File: config.mk
export PLATFORM = sky130hd
export DESIGN_NAME = serial_add_sub
export DESIGN_NICKNAME = d
export VERILOG_FILES = /design/src/rtl/serial_add_sub.sv
export SDC_FILE = /design/constraint.sdc
export NUM_CORES = 1
export LEC_CHECK = 0
export ABC_AREA = 1
export CORE_MARGIN = 2
export CORE_UTILIZATION = 50
export DETAILED_ROUTE_END_ITERATION = 10
export HOLD_SLACK_MARGIN = 0.03
export PLACE_DENSITY_LB_ADDON = 0.05
export SLEW_MARGIN = 20
export SYNTH_ARGS = -nofsm -noshare
export SYNTH_HDL_FRONTEND = slang
export SYNTH_SLANG_ARGS = --single-unit
File: constraint.sdc
create_clock -name clk -period 3.3 [get_ports clk]
set_input_delay 0.495 -clock clk [delete_from_list [all_inputs] [get_ports clk]]
set_output_delay 0.495 -clock clk [all_outputs]
set_load 0.02 [all_outputs]
File: src/rtl/serial_add_sub.sv
// ----------------------------------------------------------------------------
// serial_add_sub
//   Bit-serial adder/subtractor. Operands are captured on a start pulse in
//   IDLE and processed LSB-first through a single full-adder and carry FF,
//   one bit per clock. A one-cycle done pulse marks the new result.
//   Subtraction is performed as a + ~b + ~cin.
//
// Parameters:
//   WIDTH   operand/result width in bits (>= 1)
//
// Ports:
//   clk     in   rising-edge clock
//   rst_n   in   asynchronous active-low reset
//   start   in   request pulse, sampled only in IDLE
//   sub     in   0 = a+b+cin, 1 = a-b-cin (sampled with start)
//   a, b    in   operands (sampled with start)
//   cin     in   carry-in / borrow-in (sampled with start)
//   busy    out  high while bits are being processed
//   done    out  one-cycle pulse, result valid
//   result  out  sum/difference, held until the next completion
//   cout    out  add: carry-out; sub: no-borrow (a >= b+cin)
//   ovf     out  signed overflow, only when OVERFLOW_FLAG_EN is defined
//
// Build option:
//   OVERFLOW_FLAG_EN  adds the ovf output (carry into MSB ^ carry out of MSB)
// ----------------------------------------------------------------------------
module serial_add_sub #(
    parameter int WIDTH = 3
) (
    input  logic             clk,
    input  logic             rst_n,
    input  logic             start,
    input  logic             sub,
    input  logic [WIDTH-1:0] a,
    input  logic [WIDTH-1:0] b,
    input  logic             cin,
    output logic             busy,
    output logic             done,
    output logic [WIDTH-1:0] result,
    output logic             cout
`ifdef OVERFLOW_FLAG_EN
    ,
    output logic             ovf
`endif
);

    localparam int CW = $clog2(WIDTH + 1);
    localparam logic [CW-1:0] LAST = CW'(WIDTH - 1);

    typedef enum logic [1:0] {
        IDLE,
        SHIFT,
        DONE
    } state_t;

    state_t state, state_next;

    logic [WIDTH-1:0] a_sr;
    logic [WIDTH-1:0] b_sr;
    logic [WIDTH-1:0] sum_sr;
    logic [WIDTH-1:0] sum_next;
    logic [CW-1:0]    cnt;
    logic             carry;
    logic             carry_next;
    logic             s_bit;
    logic             last_bit;

    // Single full-adder slice; the sum bit enters the sum register from the top
    // so that after WIDTH shifts bit 0 holds the LSB.
    always_comb begin
        s_bit      = a_sr[0] ^ b_sr[0] ^ carry;
        carry_next = (a_sr[0] & b_sr[0]) | (a_sr[0] & carry) | (b_sr[0] & carry);
        sum_next   = sum_sr >> 1;
        sum_next[WIDTH-1] = s_bit;
        last_bit   = (cnt == LAST);
    end

    // State register
    always_ff @(posedge clk or negedge rst_n) begin
        if (!rst_n) begin
            state <= IDLE;
        end else begin
            state <= state_next;
        end
    end

    // Next-state logic
    always_comb begin
        state_next = state;
        case (state)
            IDLE:    if (start) state_next = SHIFT;
            SHIFT:   if (last_bit) state_next = DONE;
            DONE:    state_next = IDLE;
            default: state_next = IDLE;
        endcase
    end

    // Output logic
    always_comb begin
        busy = (state == SHIFT);
        done = (state == DONE);
    end

    // Datapath
    always_ff @(posedge clk or negedge rst_n) begin
        if (!rst_n) begin
            a_sr   <= '0;
            b_sr   <= '0;
            sum_sr <= '0;
            carry  <= 1'b0;
            cnt    <= '0;
            result <= '0;
            cout   <= 1'b0;
`ifdef OVERFLOW_FLAG_EN
            ovf    <= 1'b0;
`endif
        end else begin
            case (state)
                IDLE: begin
                    if (start) begin
                        a_sr  <= a;
                        b_sr  <= sub ? ~b : b;
                        carry <= cin ^ sub;
                        cnt   <= '0;
                    end
                end
                SHIFT: begin
                    a_sr   <= a_sr >> 1;
                    b_sr   <= b_sr >> 1;
                    carry  <= carry_next;
                    sum_sr <= sum_next;
                    cnt    <= cnt + 1'b1;
                    if (last_bit) begin
                        result <= sum_next;
                        cout   <= carry_next;
`ifdef OVERFLOW_FLAG_EN
                        // carry is the carry into the MSB at this point
                        ovf    <= carry ^ carry_next;
`endif
                    end
                end
                default: ;
            endcase
        end
    end

endmodule
==> results by group, run 1 <==
Status
  • Status: finished clean

GRT
  • Pin count of the biggest net entering global routing: 18
  • First-pass GRT wire length: between 2000 and 2500 µm
  • Vias in the first global route: about 540
  • Global route overflow: 0
  • GRT Total Usage: about 18%
  • Initial antenna violation count: 0

CTS
  • Total CTS buffers: 3
  • CTS tree: done
  • Reg clk slew, reported paths: around 0.10 ns
  • Clk_lat worst skew: just under 0.3 ns
  • H-tree Lvls: 1
  • Cts repair resizes: 0
  • Quantity of hold-fixing buffers added after cts: 0
  • Root Buffer: clkbuf_4
  • Buffer count from post-CTS setup fixing: 0
  • Clock tree sinks: 17
  • Clk buf depth: 2

Critical path
  • Req. time, crit path: roughly 2.8 ns
  • WS Path Type: register to output pin
  • CP max FO: 9
  • Worst Path Arrival: about 1.7 ns
  • Crit path cell chain: nand2_4, clkinv_2, clkdlybuf4s50_1
  • Slowest Stage Delay on Critical Path: 0.61 ns
  • Worst reg-to-reg path cell count: 5
  • CP endpoint kind: output pin
  • Worst path slowest cell: clkdlybuf4s50_1
  • CP Launch Type: register

Die
  • Core area: between 0.0015 and 0.002 mm²
  • Die area: about 0.002 mm²
  • Initial Utilization: around 53%
  • Die W: 44.1 µm
  • Die height: about 44 µm
  • Site row count: 14
  • I/O pin total: 17

Timing
  • Final worst path period share: 65.4%
  • Worst rel slew slack: around half
  • Clock Skew: between 0.002 and 0.0025 ns
  • Setup-failing EPs final: 0
  • RSZ-0062 raised after global routing: false
  • Final hold violation count: 0
  • Worst-margin pin slew: approximately 0.75 ns
  • Tmin final: ~2.2 ns
  • Maximum clock rate: 463 MHz
  • Hold slack: ~0.49 ns
  • Setup TNS: 0 ns
  • Final number of max-transition violations: 0

Logic synthesis
  • Distinct cells, synth: 21
  • Post-Syn Area: about 800 µm²
  • Sequential share of the synthesized area: a little over half
  • YS warnings: 0
  • Syn avg cell area: a little over 9 µm²
  • Synth Net Count: 99
  • Gate Count Post-Synth: 86
  • Seq cells post-synth: 17

Detailed routing
  • Via count: just under 600
  • Routed len/inst: roughly 11 µm
  • Total routed wirelength: roughly 1400 µm
  • DR vias/cell: approximately 4.9
  • First-pass DRT Iterations: 4
  • Residual DRC: 0
  • Initial DRC Count: 14
  • DRT antenna net count: 0

Finish
  • Share of cells above drive strength 1: between 15 and 20%
  • Non-filler instance count after layout: about 120
  • Final nets: 119
  • Area Overhead vs Synth: 25.1%
  • Util after Layout: between 60% and 70%
  • Most common cell after layout, fill and taps aside: nand2_1
  • # diodes: 0
  • Most frequent cells in the layout: 25 x nand2_1, 17 x dfrtp_1, 16 x clkdlybuf4s50_1

Job
  • Max-Cap Viols: 0

Placed design
  • RePlAce Congestion: ~0.8
  • Cells after DPL: 117
  • Hpwl dp: about 1000 µm
  • Port-buffer cells: 16

Worst hold path
  • Hold depth: 2
  • Hold/Removal Path Class: register to register

Power
  • Power consumption: between 900 and 1000 µW
  • Power Dens Cells: ~900 mW/mm²
  • Max VDD drop: around 0.0006 V
  • Leakage: about 0.00047 µW
-- stage by stage --
stage	cell area [µm²]	setup WS, ns
floorplan	803	2.05
global placement	978	1.50
detailed placement	978	1.46
CTS	1000	1.13
global route	1000	1.06
finish	1000	1.14
-- where the power goes --
| part | leakage (µW) | total [µW] | internal (µW) | switching, µW |
|---|---|---|---|---|
| registers | 0.000217 | 352 | 298 | 54.7 |
| clock network | 0.0000150 | 112 | 47.1 | 65.1 |
| logic | 0.000242 | 442 | 179 | 263 |
-- Yosys cell counts (all sizes together) --
cell type / count / area [µm²]
fa: 1 / 20.0
a21oi: 2 / 10.0
nand3: 3 / 15.0
nand2: 30 / 130
nor2: 6 / 41.3
o21ai: 10 / 65.1
buf: 1 / 5.00
ha: 1 / 12.5
inv: 10 / 40.1
dfrtp: 17 / 425
o211ai: 1 / 7.51
xnor2: 1 / 8.76
clkinv: 1 / 5.00
xor2: 2 / 17.5
-- path summary, 6_finish.rpt --
| kind | start | to | slack [ns] |
|---|---|---|---|
| max | state[0] | busy | 1.14 |
| min | result[0] | result[0] | 0.49 |
| max reg2reg | a_sr[0] | carry | 2.06 |
| min reg2reg | result[0] | result[0] | 0.49 |
| max in group asynchronous | rst_n | b_sr[1] | 2.19 |
| min in group asynchronous | rst_n | sum_sr[1] | 0.64 |
-- flip-flops by register name (all words and copies together), names as in the netlist --
name / count
a_sr: 3
b_sr: 3
carry: 1
cnt: 2
cout: 1
result: 3
state: 2
sum_sr: 2
-- logic make-up after synthesis --
kind of cell,count (synthesis),synth area share [%]
buf+inv,12,6.23
compound gates,13,10.3
fa+ha+maj,2,4.05
xor+xnor,3,3.27
flops,17,53.0
simple gates,39,23.2
-- layout make-up --
cell class / count / area, µm²
fillers: 125 / 502
flip-flops and latches: 17 / 425
multi-input cells: 57 / 328
repair buffers: 16 / 160
inverters: 11 / 45.0
clock buffers: 4 / 26.3
well taps: 16 / 20.0
-- worst max-delay path: cells and delay by family, from the launching register on --
kind | cells | cell delay, ns
buffers and inverters | 2 | 0.74
DFF | 1 | 0.48
and+or+nand+nor | 1 | 0.15
-- metal layers --
layer	routed length (µm)	GRT usage, %	vias up
li1	-	-	305
met1	664	25.1	265
met3	51	2.45	4
met5	0	0	-
met4	45	12.7	0
met2	610	25.9	13
Note: power is estimated with default switching activity, not from simulation.
==> run 2: changes to the inputs <==
CORE_UTILIZATION = 48   (was 50)
clock period = 2.26 ns   (was 3.3 ns; I/O delays follow)
==> run 2 against run 1 <==
Net effect:
- sequential power is 46% higher
- largest power group unchanged
- sequential cell count stayed put
- critical path depth stayed put
- non-clock buffer count is 1 higher
- via count is 2.7% higher
==> results by group, run 2 (same netlist as run 1, synthesis figures left out) <==
Timing
  • Tmin final: roughly 2.0 ns
  • Maximum clock rate: 493 MHz
  • Final hold violation count: 0
  • Worst rel slew slack: about three quarters
  • Final number of max-transition violations: 0
  • Setup-failing EPs final: 0
  • Final worst path period share: between 80% and 90%
  • Worst-margin pin slew: 0.372 ns
  • RSZ-0062 raised after global routing: false
  • Clock Skew: between 0.008 and 0.009 ns
  • Setup TNS: 0 ns

Detailed routing
  • DRT antenna net count: 0
  • Residual DRC: 0
  • Via count: roughly 600
  • Total routed wirelength: between 1000 and 1500 µm
  • DR vias/cell: roughly 5
  • Initial DRC Count: 11
  • Routed len/inst: between 10 and 15 µm
  • First-pass DRT Iterations: 4

CTS
  • Total CTS buffers: 3
  • Quantity of hold-fixing buffers added after cts: 0
  • Cts repair resizes: 0
  • Reg clk slew, reported paths: approximately 0.11 ns
  • CTS tree: done
  • H-tree Lvls: 1
  • Clock tree sinks: 17
  • Clk_lat worst skew: about 0.30 ns
  • Buffer count from post-CTS setup fixing: 0
  • Clk buf depth: 2
  • Root Buffer: clkbuf_4

Die
  • Site row count: 14
  • Initial Utilization: a little over half
  • Die W: around 45 µm
  • Die height: 44.9 µm
  • Die area: 0.00202 mm²
  • I/O pin total: 17
  • Core area: roughly 0.0015 mm²

Finish
  • Area Overhead vs Synth: 26.0%
  • Most frequent cells in the layout: 25 x nand2_1, 17 x dfrtp_1, 16 x clkdlybuf4s50_1
  • # diodes: 0
  • Share of cells above drive strength 1: 17.9%
  • Util after Layout: 65.7%
  • Final nets: between 100 and 150
  • Reg area: roughly 430 µm²
  • Most common cell after layout, fill and taps aside: nand2_1
  • Fill count: ~130
  • Leading registers by flop count: a_sr x3, b_sr x3, result x3
  • Multi-input logic area: about 330 µm²
  • Post-route cell area: between 0.001 and 0.0015 mm²

Critical path
  • CP Launch Type: register
  • Req. time, crit path: ~1.9 ns
  • Worst Path Arrival: about 1.7 ns
  • CP max FO: 9
  • CP endpoint kind: output pin
  • WS Path Type: register to output pin

Worst hold path
  • Hold/Removal Path Class: primary input to asynchronous set/reset pin

Job
  • Max-Cap Viols: 0

Power
  • Max VDD drop: between 0.0008 and 0.0009 V
  • Leakage: approximately 0.00048 µW
  • Power consumption: 1340 µW
  • Power Dens Cells: approximately 1300 mW/mm²

Placed design
  • Post-place instance area: 986 µm²
  • Hpwl dp: approximately 1100 µm
  • RePlAce Congestion: roughly 0.74
  • Port-buffer cells: 16

GRT
  • First-pass GRT wire length: approximately 2600 µm
  • Vias in the first global route: roughly 560
  • Pin count of the biggest net entering global routing: 18
  • Initial antenna violation count: 0
  • GRT Total Usage: 18.5%
  • Global route overflow: 0

Status
  • Status: finished clean
-- run 2: layer usage --
metal / track usage [%] / wire length (µm) / vias up
met5: 0 / 0 / -
met4: 10.6 / 39 / 0
met3: 2.80 / 49 / 5
met2: 26.4 / 651 / 14
met1: 26.8 / 702 / 274
li1: - / - / 310
-- run 2: path summary, 6_finish.rpt --
path / cells after the start / start / endpoint / slack (ns)
max reg2reg: 5 / a_sr[0] / carry / 1.03
min: 2 / rst_n / a_sr[2] / 0.34
max: 3 / state[0] / busy / 0.23
max in group asynchronous: 2 / rst_n / result[2] / 1.73
min reg2reg: 2 / result[0] / result[0] / 0.49
min in group clk: 2 / result[0] / result[0] / 0.49
-- run 2: report_power, final --
part	internal, µW	total, µW	switching (µW)	leakage (µW)
registers	434	515	80.8	0.000217
clock network	68.9	172	103	0.0000150
logic	263	652	389	0.000246
total	766	1340	573	0.000478
-- run 2: layout make-up --
cell class | instances | area share [%]
Multi-Input combinational cell | 57 | 32.4
Timing Repair Buffer | 17 | 16.6
Inverter | 11 | 4.45
Tap cell | 16 | 1.98
Clock buffer | 4 | 2.60
Sequential cell | 17 | 42.0
-- run 2: worst max-delay path, stage by stage, from the launching register on --
cell             delay [ns]
dfrtp_1                0.50
nand2_4                0.15
clkinv_2               0.13
clkdlybuf4s50_1        0.61
-- run 2: per-stage QoR --
step	instances	worst slack [ns]	hold slack, ns
2_1_floorplan	86	1.10	0.0434
3_3_place_gp	118	0.611	0.461
3_5_place_dp	118	0.563	0.463
4_1_cts	122	0.226	0.356
5_1_grt	122	0.148	0.381
6_report	122	0.232	0.341
